<file path="config.mk">
export PLATFORM = sky130hd
export DESIGN_NAME = joy_db15_tx
export DESIGN_NICKNAME = d
export VERILOG_FILES = /design/src/rtl/joy_db15_tx.sv
export SDC_FILE = /design/constraint.sdc
export NUM_CORES = 1
export LEC_CHECK = 0
export BUFFER_PORTS_ARGS = -buffer_cell sky130_fd_sc_hd__buf_4
export CAP_MARGIN = 20
export CORE_UTILIZATION = 50
export CTS_CLUSTER_DIAMETER = 200
export DETAILED_ROUTE_END_ITERATION = 7
export GPL_TIMING_DRIVEN = 0
export HOLD_SLACK_MARGIN = 0.03
export PLACE_DENSITY = 0.74
export SLEW_MARGIN = 20
export SYNTH_ARGS = -nofsm -noshare
export SYNTH_HDL_FRONTEND = slang
export SYNTH_SLANG_ARGS = --single-unit
</file>
<file path="constraint.sdc">
create_clock -name clk -period 2.1 [get_ports clk]
set_clock_uncertainty 0.15 [all_clocks]
set_input_delay 0.315 -clock clk [delete_from_list [all_inputs] [get_ports clk]]
set_output_delay 0.315 -clock clk [all_outputs]
set_load 0.1 [all_outputs]
</file>
<file path="src/rtl/joy_db15_tx.sv">
// joy_db15_tx: device-side responder for the DB15 serial joystick link.
// On LOAD it latches ~{joy_2, joy_1}. It then shifts out one active-low bit
// on each CLK rising edge, starting with joy_1[0].
// Optional macro JOY_DB15_TX_FILTER_EN adds a glitch filter of FILTER_LEN
// samples on LOAD and CLK, placed after the synchronizers.
module joy_db15_tx #(
  parameter int FILTER_LEN = 4,
  parameter int TIMEOUT    = 4096
) (
  input  logic        clk,
  input  logic        reset_n,
  input  logic [15:0] joy_1,
  input  logic [15:0] joy_2,
  input  logic        joy_load,
  input  logic        joy_clk,
  output logic        joy_data,
  output logic        busy,
  output logic        frame_done,
  output logic        aborted
);

  typedef enum logic [1:0] {S_IDLE, S_LOAD, S_SHIFT, S_DONE} state_e;

  localparam logic [15:0] TO_LAST = 16'(TIMEOUT - 1);

  logic load_s1_q, load_s2_q, clk_s1_q, clk_s2_q;
  logic load_acc, clk_acc;

  // Two-flop synchronizers for the asynchronous reader strobes.
  always_ff @(posedge clk) begin
    if (!reset_n) begin
      load_s1_q <= 1'b1;
      load_s2_q <= 1'b1;
      clk_s1_q  <= 1'b0;
      clk_s2_q  <= 1'b0;
    end else begin
      // NOTE: state is written with <= so every flop samples pre-edge values.
      load_s1_q <= joy_load;
      load_s2_q <= load_s1_q;
      clk_s1_q  <= joy_clk;
      clk_s2_q  <= clk_s1_q;
    end
  end

`ifdef JOY_DB15_TX_FILTER_EN
  localparam int FW = $clog2(FILTER_LEN + 1);
  localparam logic [FW-1:0] F_LAST = FW'(FILTER_LEN - 1);

  logic          load_acc_q, load_acc_d, clk_acc_q, clk_acc_d;
  logic [FW-1:0] load_fcnt_q, load_fcnt_d, clk_fcnt_q, clk_fcnt_d;

  // The accepted level follows a synced input only after FILTER_LEN differing samples in a row.
  always_comb begin
    load_acc_d  = load_acc_q;
    load_fcnt_d = '0;
    if (load_s2_q != load_acc_q) begin
      if (load_fcnt_q == F_LAST) load_acc_d  = load_s2_q;
      else                       load_fcnt_d = load_fcnt_q + 1'b1;
    end
    clk_acc_d  = clk_acc_q;
    clk_fcnt_d = '0;
    if (clk_s2_q != clk_acc_q) begin
      if (clk_fcnt_q == F_LAST) clk_acc_d  = clk_s2_q;
      else                      clk_fcnt_d = clk_fcnt_q + 1'b1;
    end
  end

  // Filter state registers.
  always_ff @(posedge clk) begin
    if (!reset_n) begin
      load_acc_q  <= 1'b1;
      clk_acc_q   <= 1'b0;
      load_fcnt_q <= '0;
      clk_fcnt_q  <= '0;
    end else begin
      load_acc_q  <= load_acc_d;
      clk_acc_q   <= clk_acc_d;
      load_fcnt_q <= load_fcnt_d;
      clk_fcnt_q  <= clk_fcnt_d;
    end
  end

  assign load_acc = load_acc_q;
  assign clk_acc  = clk_acc_q;
`else
  assign load_acc = load_s2_q;
  assign clk_acc  = clk_s2_q;
`endif

  state_e      state_q, state_d;
  logic [31:0] sr_q, sr_d;
  logic [5:0]  idx_q, idx_d;
  logic [15:0] tcnt_q, tcnt_d;
  logic        clk_prev_q;
  logic        joy_data_q, joy_data_d;
  logic        busy_q, busy_d;
  logic        frame_done_q, frame_done_d;
  logic        aborted_q, aborted_d;
  logic        clk_rise;
  logic [31:0] par;

  assign clk_rise = clk_acc & ~clk_prev_q;
  assign par      = ~{joy_2, joy_1};

  // Frame FSM: LOAD overrides everything, SHIFT consumes CLK edges or times out.
  always_comb begin
    // NOTE: every combinational output gets a default first so no latch is inferred.
    state_d      = state_q;
    sr_d         = sr_q;
    idx_d        = idx_q;
    tcnt_d       = '0;
    frame_done_d = 1'b0;
    aborted_d    = 1'b0;
    if (!load_acc) begin
      state_d   = S_LOAD;
      sr_d      = par;
      idx_d     = '0;
      aborted_d = (state_q == S_SHIFT);
    end else begin
      unique case (state_q)
        S_LOAD:  state_d = S_SHIFT;
        S_SHIFT: begin
          if (clk_rise) begin
            sr_d  = {1'b1, sr_q[31:1]};
            idx_d = idx_q + 6'd1;
            if (idx_q == 6'd31) begin
              state_d      = S_DONE;
              frame_done_d = 1'b1;
            end
          end else if (tcnt_q == TO_LAST) begin
            state_d   = S_IDLE;
            aborted_d = 1'b1;
          end else begin
            tcnt_d = (tcnt_q == 16'hFFFF) ? tcnt_q : tcnt_q + 16'd1;
          end
        end
        default: ;
      endcase
    end
    busy_d     = (state_d == S_LOAD) || (state_d == S_SHIFT);
    joy_data_d = busy_d ? sr_d[0] : 1'b1;
  end

  // Registered FSM state, shift register and outputs.
  always_ff @(posedge clk) begin
    if (!reset_n) begin
      state_q      <= S_IDLE;
      sr_q         <= '1;
      idx_q        <= '0;
      tcnt_q       <= '0;
      clk_prev_q   <= 1'b0;
      joy_data_q   <= 1'b1;
      busy_q       <= 1'b0;
      frame_done_q <= 1'b0;
      aborted_q    <= 1'b0;
    end else begin
      state_q      <= state_d;
      sr_q         <= sr_d;
      idx_q        <= idx_d;
      tcnt_q       <= tcnt_d;
      clk_prev_q   <= clk_acc;
      joy_data_q   <= joy_data_d;
      busy_q       <= busy_d;
      frame_done_q <= frame_done_d;
      aborted_q    <= aborted_d;
    end
  end

  assign joy_data   = joy_data_q;
  assign busy       = busy_q;
  assign frame_done = frame_done_q;
  assign aborted    = aborted_q;

endmodule
</file>
Yosys cells after proc, flatten, opt, wreduce, memory -nomap -nowiden:

Index checks and enable logic that the tools add are counted.

* register bits after elaboration: 65
* bits of input ports: 36
* output and inout bits: 4

* $add $sub $neg: 2
* equality and inequality tests: 9
* muxes and demuxes: 13
* bitwise operators: 6
* reduce and logical (&&, ||, !) cells: 7

Operators with widths (number)
* 32-bit 2-to-1 mux: 3
* 32-bit inverter: 1
* 16-bit by 1-bit adder with 16-bit output, second input constant: 1
* 16-bit by 12-bit == test with 1-bit output, second input constant: 1
* 16-bit == test, second input constant: 1
* 2-bit 2-to-1 mux: 4
* 2-bit AND reduction: 4
* 6-bit by 1-bit adder with 6-bit output, second input constant: 1
* 6-bit by 5-bit == test with 1-bit output, second input constant: 1
* 1-bit 2-to-1 mux: 5
* 5-bit OR reduction: 1
* 2-bit by 1-bit == test with 1-bit output, second input constant: 2
* 2-bit == test, second input constant: 2
* 2-bit by 1-bit != test with 1-bit output, second input constant: 2
* 1-bit inverter: 4
* 2-bit one-hot mux with 2 select lines: 1
* 4-bit AND reduction: 1
* 1-bit bitwise AND: 1
* 1-bit logical OR: 1

Longest topological paths before layout:

Gate-level depths: netlist of the first run.

* depth after elaboration: 8
* depth in mapped cells: 9
* depth with buffers taken out: 7

Worst setup path before layout of the first run:

OpenSTA, ideal clock, no wires.

* path kind: reg2reg
* start point: reg tcnt_q[0]
* end point: reg joy_data_q, in the netlist joy_data
* library setup time: 120 ps
* data arrival time: 1571 ps
* data required time: 1830 ps
* path slack: 260 ps
* stages on the path, launching flop included: 7
* path through: dfxtp_1 -> ha_1 -> and4_1 -> nand4_4 -> o311ai_4 -> nor3b_1 -> a211o_1

* cells in the longest elaborated chain, start to end: 8
* elaborated cells on any way between the ends: 9
* classes of those cells: eq/ne: 3; mux: 4; reduce/logical: 2

RTL lines
* from (decl): line 93 `logic [15:0] tcnt_q, tcnt_d;`
* from (signal assigned): line 160 `tcnt_q <= tcnt_d;`
* 16-bit by 12-bit == test with 1-bit output (*): line 130 `end else if (tcnt_q == TO_LAST) begin`
* 2-bit 2-to-1 mux (*): line 130
* 2-bit 2-to-1 mux (*): line 123 `if (clk_rise) begin`
* 2-bit one-hot mux with 2 select lines (*): line 120 `unique case (state_q)`
* 2-bit 2-to-1 mux (*): line 114 `if (!load_acc) begin`
* 2-bit by 1-bit == test with 1-bit output / 2-bit == test (equally long branches): line 140 `busy_d = (state_d == S_LOAD) || (state_d == S_SHIFT);`
* 1-bit logical OR (*): line 140
* 2-bit AND reduction (no source line) (*)
* to (signal assigned): line 162 `joy_data_q <= joy_data_d;`
* to (decl): line 95 `logic joy_data_q, joy_data_d;`

Mark *: on every way between the ends. The rest lies on a longest branch, timed or not.
A chain may end at the register's enable or synchronous reset.

Worst setup path in the final report of the first run:

* start point: reg tcnt_q[0]
* end point: reg tcnt_q[10]

* cells in the longest elaborated chain, start to end: 2
* elaborated cells on any way between the ends: 4
* classes of those cells: add/sub: 1; eq/ne: 2; reduce/logical: 1

RTL lines
* branches (longest 2 deep; another with 16-bit by 1-bit adder with 16-bit output)

Several ways; the timed one is not identified.

==> results of run 1 <==
[through the flow]
step | power (mW) | hold slack [ns]
floorplan | 1.39 | 0.236
CTS | 2.64 | 0.0860
finish | 2.62 | 0.0989
detailed placement | 1.46 | 0.246
global route | 2.72 | 0.106
global placement | 1.46 | 0.252
[sequential cells by signal (all words and copies together), names as in the netlist]
signal	count
frame_done	1
clk_acc	1
tcnt_q	16
load_s1_q	1
clk_s1_q	1
clk_prev_q	1
load_acc	1
joy_data	1
busy	1
aborted	1
idx_q	6
sr_q	32
state_q	2
[placed cells by master (no fill, tap or decap), types with 3 or more instances in the layout]
master	synthesis	routed
and2_1	4	4
nand3b_1	3	3
dlygate4sd3_1	0	3
buf_4	1	40
nand3_1	34	34
xor2_1	13	13
nor2_1	22	21
a31oi_1	3	3
nand4_1	6	6
buf_2	3	4
ha_1	4	4
inv_1	34	34
o21ai_0	34	34
dfxtp_1	65	65
clkbuf_8	0	9
a21oi_1	6	6
nand2_1	103	103
o21ai_1	3	3
clkbuf_1	13	10
buf_1	3	3
nor3_1	6	6
[cell type report]
| class | count | area [um^2] | area share [%] |
|---|---|---|---|
| multi-input cells | 277 | 1500 | 41.0 |
| plain buffers | 21 | 97.6 | 2.67 |
| clock inverters | 7 | 93.8 | 2.57 |
| repair buffers | 42 | 323 | 8.83 |
| flip-flops and latches | 65 | 1300 | 35.6 |
| clock buffers | 9 | 124 | 3.39 |
| inverters | 34 | 128 | 3.49 |
| well taps | 72 | 90.1 | 2.46 |
[layer usage]
layer  global-route usage, %  wire length, um  vias to the layer above
met3                    4.11              261                        9
met1                    30.3             3120                     1212
met2                    32.6             2780                       66
li1                        -                -                     1416
met5                       0                0                        -
met4                    12.2              146                        0
[kinds of logic after synthesis]
family                   after synthesis  synth area share (%)
AND/OR/NAND/NOR                      198                  31.2
flip-flops                            65                  43.1
AO/OA/AOI/OAI                         57                  11.3
buffers and inverters                 55                  7.34
XOR/XNOR                              14                  4.06
multiplexers                           4                  1.41
adder cells (fa/ha/maj)                4                  1.66
[worst paths after layout]
path / to
worst max-delay path: tcnt_q[10]
worst max register to register: tcnt_q[10]
worst min register to register: load_acc
worst min-delay path: sr_q[20]
[report_power, final]
| part | leakage (nW) | internal, mW | switching [mW] |
|---|---|---|---|
| clock network | 0.106 | 0.667 | 0.509 |
| registers | 0.528 | 1.26 | 0.0135 |
| logic | 1.02 | 0.0833 | 0.0834 |
[critical path, delay by kind of cell (launching register included)]
family | cells | cell delay (ns)
adder cells (fa/ha/maj) | 1 | 0.23
buffers and inverters | 1 | 0.27
flip-flops | 1 | 0.40
AND/OR/NAND/NOR | 4 | 0.81
[timing repair]
| action | 4_1_cts | 5_1_grt |
|---|---|---|
| gates resized for setup | 0 | 9 |
| hold buffers | 3 | 0 |
| endpoints found under the setup margin | 0 | 32 |
| hold endpoints to repair | 3 | 0 |
==> impl_metrics.py, run 1 <==
metrics = {
    "run_status": {
        "status": "finished clean",
    },
    "logic_synthesis": {
        "yosysWarnings": 0,
        "synth_area_leaders": "dfxtp_1 43%, nand2_1 13%, nand3_1 5.6%",
        "synth_common_cells": "103 x nand2_1, 65 x dfxtp_1, 34 x inv_1, 34 x nand3_1, 34 x o21ai_0",
        "synth_edf_count": 0,
        "yosysTopAreaCellShare_pct": 43.1,
        "synth_cell_type_count": 43,
        "yosys.cell_count.top_type": "nand2_1",
        "yosysTopAreaCell": "dfxtp_1",
        "synth.cell_area_um2": 3020,
        "ys_seq_area_share_pct": 43.1,
        "syn_avg_cell_area_um2": 7.60,
        "synth_cells": 397,
        "synth_ff_type": "dfxtp_1",
        "syn_nets": 437,
        "async_reset_ff_share_pct": 0,
        "synth-seq-cells": 65,
    },
    "cts": {
        "clkTransAtPathRegs_ns": 0.08,
        "clock_latency_ns": 0.35,
        "cts_buffers": 9,
        "cts_buffer_depth": 2,
        "htreeDepth": 3,
        "clockRootBuffer": "clkbuf_8",
        "cts_tree": "done",
        "cts.sinks": 65,
        "postCtsSetupBuffers": 0,
    },
    "detailed_routing": {
        "ant_nets": 0,
        "drc": 0,
        "drt-initial-drc-count": 230,
        "firstDrtPassIters": 4,
        "detail_route.wl_per_cell_um": 12.0,
        "totalWireLength_um": 6310,
        "via_count": 2703,
        "via_per_inst": 5.13,
    },
    "worst_setup_path": {
        "cp_slowest_cell": "dfxtp_1",
        "worstSetupStartpoint": "tcnt_q[0]",
        "r2r_slack_ns": 0.14,
        "start_kind": "flip-flop",
        "critPathCaptureType": "flip-flop",
        "crit_arrival_ns": 2.05,
        "worstPathRequired_ns": 2.18,
        "path_max_fanout": 10,
        "critPathKind": "flip-flop to flip-flop",
        "slowest_delay_ns": 0.40,
        "rr_worst_depth": 6,
        "reg2reg_from": "tcnt_q[0]",
        "worstPathCellList": "ha_1 > and4_2 > nand4_4 > nand3_1 > buf_2 > nor2_1",
    },
    "final_layout": {
        "final_cells": 527,
        "design_area_um2": 3660,
        "syn_to_final_growth_pct": 21.1,
        "antenna_cells": 0,
        "layout-drive-gt1-share_pct": 15.8,
        "final_util_pct": 64.4,
        "fin_nets": 490,
        "nFillCells": 513,
    },
    "power_and_ir_drop": {
        "powerDensity_nw_per_um2": 715,
        "power.leakage_nw": 1.65,
        "ir_drop_mv": 0.383,
    },
    "die": {
        "ios": 40,
        "die_y_um": 79.7,
        "core_um2": 5680,
        "die_area_um2": 6350,
        "dieWidth_um": 79.7,
        "start_util_pct": 53.2,
        "rows": 27,
    },
    "global_routing": {
        "overflow": 0,
        "grt_pass1_wl_um": 10800,
        "grt_usage_pct": 22.1,
        "grt_max_degree": 13,
        "grt_pass1_vias": 2427,
        "antenna_found_initial": 0,
    },
    "min_path": {
        "hp-class": "input pin to flip-flop",
        "whs_path_depth": 4,
        "hp-start": "joy_2[4]",
    },
    "sta": {
        "setup_viol": 0,
        "rsz0062_at_grt": "false",
        "period_share_pct": 93.5,
        "fin_crit_ns": 1.96,
        "tightestPinTransition_ns": 0.464,
        "setup-tns-final_ns": 0,
        "slew_viol_final": 0,
        "max_freq_ghz": 0.509,
        "worst_slack_ns": 0.137,
        "relSlewSlack_pct": 68.9,
        "finalHoldViolations": 0,
    },
    "placement": {
        "io_buffers": 39,
        "dp_cells": 508,
        "postPlaceCellArea_um2": 3400,
        "pre_cts_ws_ns": 0.0747,
        "gp_congestion": 0.776,
        "hpwlAfterDp_um": 4370,
    },
    "run": {
        "max_cap_violations": 0,
    },
}
No activity file was read; power rests on OpenSTA's default activity.
==> run 2, diff against run 1 <==
RECOVER_POWER = 50   (was default)
==> run 2 against run 1 <==
Non-clock buffer count unchanged; routed wire length rose by 0.21%; final area is 0.34% lower; fmax is essentially flat; clock-buffer cell count stayed put; first-iteration DRC count fell by 9.6%; cell count unchanged; clock power barely moved; sequential power is essentially flat; worst hold slack got worse by 0.0016 ns; sequential share of layout area is 0.12 points higher; critical path depth did not move; critical path type unchanged; critical endpoint is now joy_data.
==> impl_metrics.py, run 2 (synthesis gave the netlist of run 1 again) <==
metrics = {
    "sta": {
        "setup_viol": 0,
        "period_share_pct": 93.5,
        "rsz0062_at_grt": "false",
        "tightestPinTransition_ns": 0.540,
        "finalHoldViolations": 0,
        "fin_crit_ns": 1.96,
        "setup-tns-final_ns": 0,
        "relSlewSlack_pct": 64.2,
        "max_freq_ghz": 0.509,
        "slew_viol_final": 0,
    },
    "die": {
        "start_util_pct": 53.2,
        "rows": 27,
        "die_y_um": 79.7,
        "core_um2": 5680,
        "ios": 40,
        "dieWidth_um": 79.7,
        "die_area_um2": 6350,
    },
    "cts": {
        "clkTransAtPathRegs_ns": 0.08,
        "clock_latency_ns": 0.35,
        "clockRootBuffer": "clkbuf_8",
        "cts_tree": "done",
        "cts.sinks": 65,
        "cts_buffers": 9,
        "postCtsSetupBuffers": 0,
        "htreeDepth": 3,
        "cts_buffer_depth": 2,
    },
    "global_routing": {
        "grt_pass1_vias": 2427,
        "grt_usage_pct": 22.1,
        "antenna_found_initial": 0,
        "grt_max_degree": 13,
        "overflow": 0,
        "grt_pass1_wl_um": 10800,
    },
    "detailed_routing": {
        "totalWireLength_um": 6320,
        "drt-initial-drc-count": 208,
        "drc": 0,
        "via_per_inst": 5.10,
        "via_count": 2686,
        "ant_nets": 0,
        "firstDrtPassIters": 5,
        "detail_route.wl_per_cell_um": 12.0,
    },
    "worst_setup_path": {
        "critPathCaptureType": "flip-flop",
        "critPathKind": "flip-flop to flip-flop",
        "path_max_fanout": 4,
        "crit_arrival_ns": 2.05,
        "start_kind": "flip-flop",
        "worstPathRequired_ns": 2.19,
    },
    "power_and_ir_drop": {
        "ir_drop_mv": 0.382,
        "power.leakage_nw": 1.65,
        "powerDensity_nw_per_um2": 719,
    },
    "final_layout": {
        "largest_reg_flops": 32,
        "syn_to_final_growth_pct": 20.7,
        "final_util_pct": 64.2,
        "largestRegisters": "sr_q: 32 flops, tcnt_q: 16 flops, idx_q: 6 flops",
        "regMostFlops": "sr_q",
        "antenna_cells": 0,
        "final_common_cell": "nand2_1",
        "most-common-layout-cells": "103 x nand2_1, 65 x dfxtp_1, 36 x buf_4",
        "layout-drive-gt1-share_pct": 15.6,
        "fin_nets": 490,
    },
    "placement": {
        "gp_congestion": 0.776,
        "io_buffers": 39,
        "hpwlAfterDp_um": 4370,
    },
    "run": {
        "max_cap_violations": 0,
    },
    "run_status": {
        "status": "finished clean",
    },
    "min_path": {
        "hp-class": "input pin to flip-flop",
    },
}
run 2: cell count changes in the layout (fill, tap and decap cells not counted), sizes merged:
cell and change:
buf -5, clkbuf +5
run 2: through the flow:
stage | hold WS (ns) | power (mW) | instances | worst slack (ns) | instance area, um^2
6_report | 0.0973 | 2.62 | 527 | 0.137 | 3640
5_1_grt | 0.106 | 2.72 | 527 | 0.0158 | 3640
4_1_cts | 0.0860 | 2.64 | 527 | 0.0651 | 3650
3_5_place_dp | 0.246 | 1.46 | 508 | 0.0747 | 3400
3_3_place_gp | 0.252 | 1.46 | 508 | 0.110 | 3400
2_1_floorplan | 0.236 | 1.39 | 397 | 0.260 | 3020
run 2: what timing repair did:
| item | CTS | global route |
|---|---|---|
| hold buffers | 3 | 0 |
| endpoints found under the hold margin | 3 | 0 |
| gates resized for setup | 0 | 9 |
| endpoints found under the setup margin | 0 | 32 |
run 2: path summary, 6_finish.rpt:
kind	from	endpoint	cells past startpoint	slack (ns)
hold reg to reg	load_s1_q	load_acc	1	0.26
hold / removal	joy_2[4]	sr_q[20]	4	0.1
setup reg to reg	tcnt_q[0]	joy_data	6	0.14
setup / recovery	tcnt_q[0]	joy_data	6	0.14
run 2: layer usage:
layer | up-vias | global-route usage [%] | wire length [um]
li1 | 1414 | - | -
met1 | 1207 | 30.3 | 3160
met2 | 56 | 32.6 | 2780
met3 | 9 | 4.11 | 236
met4 | 0 | 12.2 | 146
met5 | - | 0 | 0
run 2: cell type report:
cell class	instances	area, um^2
well taps	72	90.1
plain buffers	21	97.6
multi-input cells	277	1500
fillers	518	2030
clock buffers	9	124
clock inverters	7	93.8
inverters	34	128
flip-flops and latches	65	1300
repair buffers	42	313
run 2: worst max-delay path, cell delays in order, from the launching register on:
cell and delay [ns]:
dfxtp_1 0.40, ha_1 0.22, and4_2 0.33, nand4_4 0.13
o311ai_4 0.26, nor3b_1 0.10, a211o_1 0.28
run 2: where the power goes:
| part | internal, mW | leakage (nW) | switching (mW) |
|---|---|---|---|
| Combinational | 0.0826 | 1.01 | 0.0835 |
| Clock | 0.668 | 0.106 | 0.514 |
| Sequential | 1.26 | 0.528 | 0.0136 |
| Total | 2.01 | 1.65 | 0.611 |
